[config.mk]
export PLATFORM = sky130hd
export DESIGN_NAME = serial_subtractor
export DESIGN_NICKNAME = d
export VERILOG_FILES = /design/src/rtl/serial_subtractor.sv
export SDC_FILE = /design/constraint.sdc
export NUM_CORES = 1
export LEC_CHECK = 0
export ABC_CLOCK_PERIOD_IN_PS = 2650
export BUFFER_PORTS_ARGS = -buffer_cell sky130_fd_sc_hd__buf_4
export CORE_AREA = 2 2 60 62
export DETAILED_ROUTE_END_ITERATION = 6
export DIE_AREA = 0 0 62 64
export PLACE_DENSITY_LB_ADDON = 0.12
export SYNTH_ARGS = -nofsm -noshare
export SYNTH_HDL_FRONTEND = slang
export SYNTH_SLANG_ARGS = --single-unit
[constraint.sdc]
create_clock -name clk -period 2.65 [get_ports clk]
set_clock_uncertainty 0.1 [all_clocks]
set_input_delay 0.265 -clock clk [delete_from_list [all_inputs] [get_ports clk]]
set_output_delay 0.265 -clock clk [all_outputs]
set_load 0.03 [all_outputs]
[src/rtl/serial_subtractor.sv]
// Bit-serial LSB-first subtractor (a - b) with one full-subtractor cell and a start/busy/done handshake.
// Optional macro SERIAL_SUB_SAT_EN clamps diff to zero when the final borrow is set.
module serial_subtractor #(
  parameter int WIDTH = 8
) (
  input  logic             clk,
  input  logic             rst,
  input  logic             start,
  input  logic [WIDTH-1:0] a,
  input  logic [WIDTH-1:0] b,
  output logic             busy,
  output logic             done,
  output logic [WIDTH-1:0] diff,
  output logic             borrow
);

  localparam int CW = $clog2(WIDTH + 1);

  typedef enum logic [1:0] {
    IDLE = 2'd0,
    RUN  = 2'd1,
    DONE = 2'd2
  } state_t;

  state_t           state_q, state_d;
  logic [WIDTH-1:0] a_sr_q, a_sr_d;
  logic [WIDTH-1:0] b_sr_q, b_sr_d;
  logic [WIDTH-1:0] res_sr_q, res_sr_d;
  logic [WIDTH-1:0] diff_q, diff_d;
  logic             bor_q, bor_d;
  logic             borrow_q, borrow_d;
  logic [CW-1:0]    cnt_q, cnt_d;

  logic             x, y, d_bit, bo;
  logic [WIDTH:0]   res_shift;
  logic [WIDTH-1:0] res_next;

  always_comb begin
    state_d   = state_q;
    a_sr_d    = a_sr_q;
    b_sr_d    = b_sr_q;
    res_sr_d  = res_sr_q;
    diff_d    = diff_q;
    bor_d     = bor_q;
    borrow_d  = borrow_q;
    cnt_d     = cnt_q;

    x         = a_sr_q[0];
    y         = b_sr_q[0];
    d_bit     = x ^ y ^ bor_q;
    bo        = (~x & y) | (~(x ^ y) & bor_q);
    // New bit enters at the MSB end; the widened vector keeps WIDTH=1 legal.
    res_shift = {d_bit, res_sr_q};
    res_next  = res_shift[WIDTH:1];

    case (state_q)
      IDLE, DONE: begin
        if (start) begin
          a_sr_d   = a;
          b_sr_d   = b;
          res_sr_d = '0;
          bor_d    = 1'b0;
          cnt_d    = '0;
          state_d  = RUN;
        end else begin
          state_d  = IDLE;
        end
      end
      RUN: begin
        a_sr_d   = a_sr_q >> 1;
        b_sr_d   = b_sr_q >> 1;
        res_sr_d = res_next;
        bor_d    = bo;
        cnt_d    = cnt_q + CW'(1);
        if (cnt_q == CW'(WIDTH - 1)) begin
          state_d  = DONE;
          borrow_d = bo;
`ifdef SERIAL_SUB_SAT_EN
          diff_d   = bo ? '0 : res_next;
`else
          diff_d   = res_next;
`endif
        end
      end
      default: state_d = IDLE;
    endcase
  end

  always_ff @(posedge clk or posedge rst) begin
    if (rst) begin
      state_q  <= IDLE;
      a_sr_q   <= '0;
      b_sr_q   <= '0;
      res_sr_q <= '0;
      diff_q   <= '0;
      bor_q    <= 1'b0;
      borrow_q <= 1'b0;
      cnt_q    <= '0;
    end else begin
      state_q  <= state_d;
      a_sr_q   <= a_sr_d;
      b_sr_q   <= b_sr_d;
      res_sr_q <= res_sr_d;
      diff_q   <= diff_d;
      bor_q    <= bor_d;
      borrow_q <= borrow_d;
      cnt_q    <= cnt_d;
    end
  end

  assign busy   = (state_q == RUN);
  assign done   = (state_q == DONE);
  assign diff   = diff_q;
  assign borrow = borrow_q;

endmodule

==> flow_summary_export.csv, run 1 <==
group,metric,value,unit
placed_design,io_buffer_count,29,
setup_path,rrSetupSlack,0.76,ns
power,power_frac_clock,0.192,
drt,antenna_left,0,
min_path,holdCritPathClass,"in2reg",
sta,setup_viol,0,
min_path,min_to,"a_sr_q[6]",
global_route,grtUsageTotal,0.175,
cells_and_area,drive_gt1_frac,0.297,
sta,rsz0062_at_grt,"false",
setup_path,r2r-start,"state_q[1]",
cts,cts_sinks,39,
global_route,grt_overflow,0,
sta,max_freq,469,MHz
logic_synthesis,syn_inst,133,
setup_path,rr_worst_depth,5,
floorplan,die_w,62,um
cells_and_area,fillCellCount,280,
drt,drt-initial-drc-count,52,
power,seq_power_share,0.408,
min_path,min_path_cells,3,
placed_design,gp_congestion,0.725,
setup_path,path_max_fanout,28,
logic_synthesis,synth_cell_type_count,24,
floorplan,die_h,64,um
cells_and_area,nNetsFinal,185,
cts,numCtsBuffers,5,
drt,routed_via_density,5.40,
sta,tightestPinTransition,0.604,ns
setup_path,crit_arrival,1.77,ns
cts,clk_pin_slew,0.11,ns
global_route,grt_first_pass_wirelength,5.04,mm
floorplan,io_pins,30,
setup_path,worstSetupPathType,"reg2out",
cells_and_area,area_delta_synth_final,22.5,%
cts,cts_tree,"done",
drt,firstDrtPassIters,4,
cts,cts_setup_buffers,0,
logic_synthesis,synth_fp_nets,154,
sta,min_period_over_period,0.804,
floorplan,rows,21,
power,intPower,1.60,mW
drt,drc,0,
cts,postCtsResizedCells,0,
cts,htreeDepth,2,
sta,drv_slew,0,
power,p_per_area,1270,nW/um^2
setup_path,cp.required,2.29,ns
floorplan,start_util,0.490,
floorplan,design.core.area,3280,um^2
logic_synthesis,yosysSeqAreaShare,0.606,
power,p_switching,0.916,mW
placed_design,dp.final_hpwl,1.94,mm
global_route,grt_pass1_vias,1123,
cts,cts_buffer_depth,2,
setup_path,worstReg2RegEnd,"res_sr_q[6]",
power,leakagePower,0.961,nW
floorplan,fp.dieArea,3970,um^2
drt,routed_wl,2.92,mm
global_route,antenna_found_initial,0,
power,peakVddDrop,0.579,mV
sta,fin_tns_setup,0,ns
global_route,grt_max_degree,40,
sta,fin_crit,2.13,ns
setup_path,critPathLaunchType,"flip-flop",
power,swShare,0.365,
cells_and_area,num_antenna_cells,0,
sta,final-hold-violation-count,0,
job,cap_violations,0,
drt,num_vias,1140,
setup_path,endpoint_kind,"output pin",
drt,wl_per_cell,13.8,um
status,status,"completed",
logic_synthesis,synth_area,1610,um^2
logic_synthesis,ys_warn_count,0,
min_path,hp-start,"a[6]",
cts,cts-root-buf,"clkbuf_4",
power,power.total,2.51,mW
cts,clk-insertion-delay-late,0.35,ns
logic_synthesis,synth-seq-cells,39,
logic_synthesis,syn_area_per_cell,12.1,um^2
sta,slew_headroom,0.597,
power,combPwrFrac,0.400,
power groups by stage:
stage,clock network [mW],logic [mW],registers [mW]
6_report,0.484,1.00,1.03
5_1_grt,0.516,1.12,1.07
4_1_cts,0.496,1.02,1.03
3_5_place_dp,0,1.01,1.04
3_3_place_gp,0,0.989,1.03
2_1_floorplan,0,0.633,1.13
cell usage in the layout, fill, tap and decap left out, drive strengths merged:
cell         count
buf             32
bufinv           2
nand2b           2
nor2             1
o21ai            2
nor2b            2
inv              5
a22o            11
dfrtp           39
fa               1
dlygate4sd3      1
mux2i            3
o2bb2ai          1
a221o            1
ha               1
nor3             2
clkbuf           6
a22oi           13
nand3           14
and2b            1
nand4            1
nand2           16
mux2             8
stage by stage:
step	std cells	instance area (um^2)	utilization	hold WS [ns]	setup slack [ns]
2_1_floorplan	133	1610	-	0.293	1.08
3_3_place_gp	202	1860	0.567	0.312	0.824
3_5_place_dp	202	1860	0.567	0.320	0.778
4_1_cts	211	1970	0.601	0.0141	0.522
5_1_grt	211	1970	0.601	0.0159	0.406
6_report	211	1970	0.601	0.0239	0.518
routing by layer:
| metal | vias up | share of wire | track usage |
|---|---|---|---|
| met5 | - | 0 | 0 |
| met4 | 0 | 0.018 | 0.0638 |
| met3 | 7 | 0.048 | 0.0607 |
| met2 | 28 | 0.46 | 0.245 |
| met1 | 566 | 0.48 | 0.248 |
| li1 | 539 | - | - |
cell type report:
cell class	instances	area [um^2]	share of cell area
tap	46	57.6	0.0292
timing repair buffer	33	250	0.127
sequential	39	976	0.495
inverter	5	18.8	0.00951
multi-input combinational	80	569	0.289
clock buffer	6	41.3	0.0209
clock inverter	2	60.1	0.0304
state kept, by name (all words and copies together), names as in the netlist:
signal	cells
bor_q	1
diff	8
borrow	1
b_sr_q	8
res_sr_q	7
cnt_q	4
a_sr_q	8
state_q	2
synth_stat cells, drive strengths merged:
cell type,instances,share of area
nand2b,2,0.0078
mux2,8,0.056
a22o,11,0.060
nor3,2,0.013
a221o,1,0.0062
dfrtp,39,0.61
nand4,1,0.0039
fa,1,0.012
o2bb2ai,1,0.0054
inv,5,0.012
ha,1,0.0078
nand2,16,0.037
nand3,14,0.044
o21ai,2,0.0062
buf,5,0.019
a22oi,13,0.061
nor2,1,0.0023
nor2b,2,0.0078
and2b,1,0.0047
clkbuf,4,0.0093
mux2i,3,0.019
critical path: stages, from the launching register on:
cell	delay, ns
dfrtp_1	0.39
nand2b_1	0.33
inv_2	0.45
buf_4	0.25
worst max-delay path by stage:
| stage | end | start | cells after the start | slack (ns) |
|---|---|---|---|---|
| final | busy | state_q[1] | 3 | 0.52 |
| after global placement | diff[5] | state_q[1] | 3 | 0.82 |
| after detailed placement | res_sr_q[2] | state_q[1] | 5 | 0.78 |
| after global routing | busy | state_q[1] | 3 | 0.41 |
| after floorplan | diff[0] | state_q[1] | 4 | 1.08 |
| after CTS | busy | state_q[1] | 3 | 0.52 |
timing repair:
item	in CTS	in global routing
endpoints found under the setup margin	0	0
hold buffers	1	0
hold endpoints to repair	39	0
logic make-up (layout without fill, tap and decap cells):
family / count (synthesis) / count (layout) / share of synthesized area
and+or+nand+nor: 39 / 39 / 0.120
muxes: 11 / 11 / 0.0746
DFF: 39 / 39 / 0.606
buffers and inverters: 14 / 46 / 0.0404
adders and majority gates: 2 / 2 / 0.0202
AOI/OAI and AO/OA: 28 / 28 / 0.138
Power figures use the tool's default switching activity.
==> inputs of run 2 (changes only) <==
--- a/config.mk
+++ b/config.mk
@@ -5,11 +5,11 @@
 export SDC_FILE = /design/constraint.sdc
 export NUM_CORES = 1
 export LEC_CHECK = 0
-export ABC_CLOCK_PERIOD_IN_PS = 2650
+export ABC_CLOCK_PERIOD_IN_PS = 1700
 export BUFFER_PORTS_ARGS = -buffer_cell sky130_fd_sc_hd__buf_4
-export CORE_AREA = 2 2 60 62
+export CORE_AREA = 2 2 61 63
 export DETAILED_ROUTE_END_ITERATION = 6
-export DIE_AREA = 0 0 62 64
+export DIE_AREA = 0 0 63 65
 export PLACE_DENSITY_LB_ADDON = 0.12
 export SYNTH_ARGS = -nofsm -noshare
 export SYNTH_HDL_FRONTEND = slang
==> constraint.sdc (replaced) <==
create_clock -name clk -period 1.7 [get_ports clk]
set_clock_uncertainty 0.1 [all_clocks]
set_input_delay 0.17 -clock clk [delete_from_list [all_inputs] [get_ports clk]]
set_output_delay 0.17 -clock clk [all_outputs]
set_load 0.03 [all_outputs]
==> run 2 against run 1 <==
Critical endpoint unchanged. Clock power down 15%. Largest power group is now combinational cells. Total power up 50%. Critical path type unchanged. First-iteration DRC count up 31%. Combinational power up 75%. Highest routed layer unchanged.
==> flow_summary_export.csv, run 2 (synthesized netlist as in run 1, its figures left out) <==
group,metric,value,unit
floorplan,rows,22,
power,p_switching,1.46,mW
setup_path,slowest_stage,"dfrtp_1",
sta,fin_crit,1.63,ns
placed_design,dp_slack,0.127,ns
status,status,"completed",
setup_path,worst_path_most_repeated_cell,"buf_4",
floorplan,design.core.area,3500,um^2
power,seq_power_share,0.426,
floorplan,die_h,65,um
setup_path,path_cells,"nand2b_2 -> inv_4 -> buf_4 -> buf_4",
floorplan,die_w,63,um
cells_and_area,fin_util,0.610,
setup_path,cp.required,1.43,ns
min_path,min_path_cells,3,
sta,timing.final.ws_setup,0.0744,ns
setup_path,max_stage_delay,0.38,ns
sta,rsz0062_at_grt,"false",
drt,wl_per_cell,13.9,um
drt,routed_wl,3.26,mm
setup_path,path_max_fanout,7,
drt,firstDrtPassIters,4,
cts,clk-insertion-delay-late,0.33,ns
floorplan,fp.dieArea,4100,um^2
power,leakagePower,1.03,nW
sta,setup_viol,0,
cells_and_area,area_delta_synth_final,32.5,%
cts,cts_sinks,39,
cts,numCtsBuffers,5,
setup_path,rr_worst_depth,5,
min_path,hp-start,"start",
global_route,antenna_found_initial,0,
floorplan,start_util,0.461,
power,combPwrFrac,0.465,
sta,min_period_over_period,0.956,
cells_and_area,fin_area,2130,um^2
sta,final-hold-violation-count,0,
cts,htreeDepth,2,
power,peakVddDrop,0.833,mV
setup_path,rrSetupSlack,0.13,ns
cells_and_area,nNetsFinal,208,
power,swShare,0.389,
cells_and_area,drive_gt1_frac,0.296,
setup_path,critPathLaunchType,"flip-flop",
setup_path,crit_arrival,1.36,ns
drt,routed_via_density,5.12,
min_path,min_to,"b_sr_q[7]",
sta,drv_slew,0,
cts,cts_tree,"done",
setup_path,worstSetupPathType,"reg2out",
placed_design,dp.final_hpwl,2.09,mm
placed_design,post_dp_cell_area,1910,um^2
setup_path,endpoint_kind,"output pin",
cells_and_area,final_cell_mix,"39 x dfrtp_1, 39 x buf_4, 17 x dlygate4sd3_1",
sta,tightestPinTransition,0.646,ns
sta,slew_headroom,0.570,
cts,clk_pin_slew,0.10,ns
global_route,grt_first_pass_wirelength,5.58,mm
drt,drc,0,
placed_design,gp_congestion,0.765,
placed_design,io_buffer_count,29,
setup_path,r2r-start,"cnt_q[0]",
job,cap_violations,0,
drt,drt-initial-drc-count,68,
cts,cts_buffer_depth,2,
setup_path,cp-startpoint,"state_q[1]",
setup_path,worstReg2RegEnd,"diff[1]",
drt,num_vias,1198,
sta,max_freq,615,MHz
drt,antenna_left,0,
power,intPower,2.30,mW
power,p_per_area,1760,nW/um^2
min_path,holdCritPathClass,"in2reg",
global_route,grt_pass1_vias,1121,
global_route,grtUsageTotal,0.180,
power,power_frac_clock,0.110,
cells_and_area,num_antenna_cells,0,
cts,cts-root-buf,"clkbuf_4",
global_route,grt_overflow,0,
global_route,grt_max_degree,40,
floorplan,io_pins,30,
sta,fin_tns_setup,0,ns
## run 2: through the flow
stage / hold slack (ns) / cells / total power, mW
floorplan: 0.198 / 133 / 2.75
global route: 0.294 / 234 / 4.04
global placement: 0.217 / 210 / 3.25
detailed placement: 0.220 / 210 / 3.31
CTS: 0.259 / 234 / 3.79
finish: 0.284 / 234 / 3.76
## run 2: layout make-up
class,instances,area [um^2]
flip-flops and latches,39,976
repair buffers,56,463
well taps,48,60.1
inverters,5,21.3
clock buffers,6,41.3
multi-input cells,80,572
fillers,284,1360
## run 2: routing by layer
metal,part of all wire,global-route usage,up-vias,wire length (um)
li1,-,-,586,-
met1,0.50,0.261,578,1640
met2,0.44,0.255,30,1450
met3,0.042,0.0486,4,137
met4,0.0095,0.0750,0,31
met5,0,0,-,0
## run 2: how the worst max path moves through the flow
stage | end | slack [ns] | cells after the start
floorplan | diff[0] | 0.13 | 4
global placement | diff[5] | 0.19 | 5
detailed placement | diff[1] | 0.13 | 4
CTS | busy | 0.02 | 4
global route | busy | 0.001 | 4
finish | busy | 0.07 | 4
## run 2: critical path, delay by kind of cell, from the launching register on
| kind | cells | cell delay (ns) |
|---|---|---|
| buffers and inverters | 3 | 0.39 |
| flip-flops | 1 | 0.38 |
| AND/OR/NAND/NOR | 1 | 0.24 |
## run 2: what timing repair did
action,4_1_cts,5_1_grt
setup buffers,1,0
hold endpoints to repair,55,0
hold buffers,17,0
resized for setup,1,1
setup endpoints to repair,1,1
## run 2: power groups by stage
stage / sequential (mW) / combinational (mW) / clock [mW]
after floorplan: 1.76 / 0.987 / 0
after global placement: 1.60 / 1.65 / 0
after detailed placement: 1.62 / 1.70 / 0
after CTS: 1.60 / 1.76 / 0.430
after global routing: 1.66 / 1.91 / 0.472
final: 1.60 / 1.75 / 0.413
==> inputs of run 3 (changes only) <==
--- a/config.mk
+++ b/config.mk
@@ -10,6 +10,7 @@
 export CORE_AREA = 2 2 61 63
 export DETAILED_ROUTE_END_ITERATION = 6
 export DIE_AREA = 0 0 63 65
+export GPL_TIMING_DRIVEN = 0
 export PLACE_DENSITY_LB_ADDON = 0.12
 export SYNTH_ARGS = -nofsm -noshare
 export SYNTH_HDL_FRONTEND = slang
==> run 3 against run 2 <==
Register-to-register slack worse by 0.05 ns. Critical endpoint unchanged. Sequential share of layout area is 1.0 points lower. Maximum frequency is 0.55% lower. Utilization is 1.4 points higher. Setup slack worse by 0.0090 ns. Combinational power hardly changed. Routed wire length is 3.7% lower. Largest power group unchanged.
==> flow_summary_export.csv, run 3 (synthesized netlist as in run 1, its figures left out) <==
group,metric,value,unit
status,status,"completed",
floorplan,start_util,0.461,
placed_design,post_dp_cell_area,1890,um^2
sta,fin_tns_setup,0,ns
drt,antenna_left,0,
sta,setup_viol,0,
floorplan,die_w,63,um
drt,wl_per_cell,13.2,um
cells_and_area,drive_gt1_frac,0.302,
cts,clk_pin_slew,0.11,ns
global_route,grt_pass1_vias,1183,
cts,cts_sinks,39,
cells_and_area,regArea,976,um^2
cells_and_area,final_common_cell,"dfrtp_1",
setup_path,endpoint_kind,"output pin",
cells_and_area,fin_area,2180,um^2
drt,drt-initial-drc-count,47,
drt,firstDrtPassIters,4,
floorplan,fp.dieArea,4100,um^2
cts,numCtsBuffers,5,
setup_path,cp.required,1.43,ns
drt,num_vias,1229,
sta,min_period_over_period,0.961,
cells_and_area,fillCellCount,310,
floorplan,io_pins,30,
setup_path,rrSetupSlack,0.08,ns
cts,htreeDepth,2,
global_route,grt_first_pass_wirelength,5.47,mm
global_route,grtUsageTotal,0.175,
placed_design,io_buffer_count,29,
drt,routed_wl,3.14,mm
setup_path,path_max_fanout,10,
job,cap_violations,0,
setup_path,path_cells,"nand2b_1 -> buf_6 -> inv_8 -> buf_8 -> buf_6",
power,leakagePower,1.05,nW
cts,cts_buffer_depth,2,
min_path,min_path_cells,5,
min_path,min_to,"a_sr_q[4]",
global_route,grt_max_degree,40,
setup_path,worst_path_most_repeated_cell,"buf_6",
cells_and_area,num_antenna_cells,0,
drt,drc,0,
sta,drv_slew,0,
placed_design,gp_congestion,0.722,
sta,fin_crit,1.63,ns
min_path,holdCritPathClass,"in2reg",
min_path,hp-start,"start",
floorplan,die_h,65,um
setup_path,path_delay_family,"buffers and inverters",
setup_path,critPathLaunchType,"flip-flop",
sta,tightestPinTransition,0.784,ns
cts,clk-insertion-delay-late,0.33,ns
setup_path,worstReg2RegEnd,"diff[3]",
sta,slew_headroom,0.476,
sta,rsz0062_at_grt,"true",
setup_path,max_stage_delay,0.38,ns
cells_and_area,multi_input_area,572,um^2
power,p_per_area,1780,nW/um^2
setup_path,r2r-start,"cnt_q[0]",
cells_and_area,final_cell_mix,"39 x dfrtp_1, 30 x buf_4, 17 x dlygate4sd3_1",
global_route,antenna_found_initial,0,
setup_path,rr_worst_depth,5,
setup_path,slowest_stage,"dfrtp_1",
global_route,grt_overflow,0,
setup_path,crit_arrival,1.36,ns
setup_path,worstSetupPathType,"reg2out",
cts,cts-root-buf,"clkbuf_4",
drt,routed_via_density,5.19,
placed_design,dp.final_hpwl,2.05,mm
cells_and_area,area_delta_synth_final,35.6,%
cts,cts_tree,"done",
sta,holdWs,0.242,ns
sta,final-hold-violation-count,0,
floorplan,design.core.area,3500,um^2
power,peakVddDrop,0.973,mV
sta,max_freq,612,MHz
cells_and_area,nNetsFinal,209,
setup_path,path_buf_inv,4,
floorplan,rows,22,
==> run 3: cell types whose count changed in the layout (fill, tap and decap cells not counted), sizes merged <==
cell    delta
clkbuf     +5
buf        -2
==> run 3: layer usage <==
metal  part of all wire  up-vias  global-route usage
met5                  0        -                   0
met4              0.011        0              0.0583
met3              0.045        4              0.0469
met2               0.48       31               0.283
met1               0.46      606               0.228
li1                   -      588                   -
==> run 3: layout make-up <==
class                      count  area share
inverter                       5      0.0120
clock buffer                   8      0.0315
tap                           48      0.0275
multi-input combinational     80       0.262
timing repair buffer          49       0.195
buffer                         8      0.0246
sequential                    39       0.447
==> run 3: timing repair <==
item | CTS | global route
endpoints found under the hold margin | 55 | 0
cloned | 0 | 0
gates resized for setup | 4 | 6
hold buffers | 17 | 0
endpoints found under the setup margin | 18 | 16
setup buffers | 1 | 2
pin swaps | 1 | 0
==> run 3: worst min-delay path: cells and delay by family <==
kind / cells / cell delay (ns)
buf+inv: 2 / 0.26
simple gates: 3 / 0.21
==> run 3: worst max-delay path by stage <==
stage | cells after the start | slack, ns | end | from
after detailed placement | 4 | -0.05 | diff[7] | state_q[1]
after CTS | 5 | 0.002 | busy | state_q[1]
final | 5 | 0.07 | busy | state_q[1]
after global placement | 4 | -0.03 | diff[5] | state_q[1]
after global routing | 5 | -0.01 | busy | state_q[1]
after floorplan | 4 | 0.13 | diff[0] | state_q[1]
==> run 3: stage by stage <==
| stage | std cells | power, mW | utilization | setup slack, ns |
|---|---|---|---|---|
| global placement | 210 | 3.21 | 0.540 | -0.0291 |
| detailed placement | 210 | 3.26 | 0.540 | -0.0497 |
| finish | 237 | 3.89 | 0.625 | 0.0655 |
| global route | 237 | 4.19 | 0.625 | -0.0141 |
| CTS | 235 | 3.86 | 0.617 | 0.00163 |
| floorplan | 133 | 2.75 | - | 0.132 |
==> run 3: power breakdown <==
group / leakage, nW / total, mW / internal, mW / switching [mW]
Combinational: 0.525 / 1.77 / 0.828 / 0.942
Sequential: 0.488 / 1.60 / 1.34 / 0.255
Clock: 0.0386 / 0.518 / 0.244 / 0.274
Total: 1.05 / 3.89 / 2.42 / 1.47
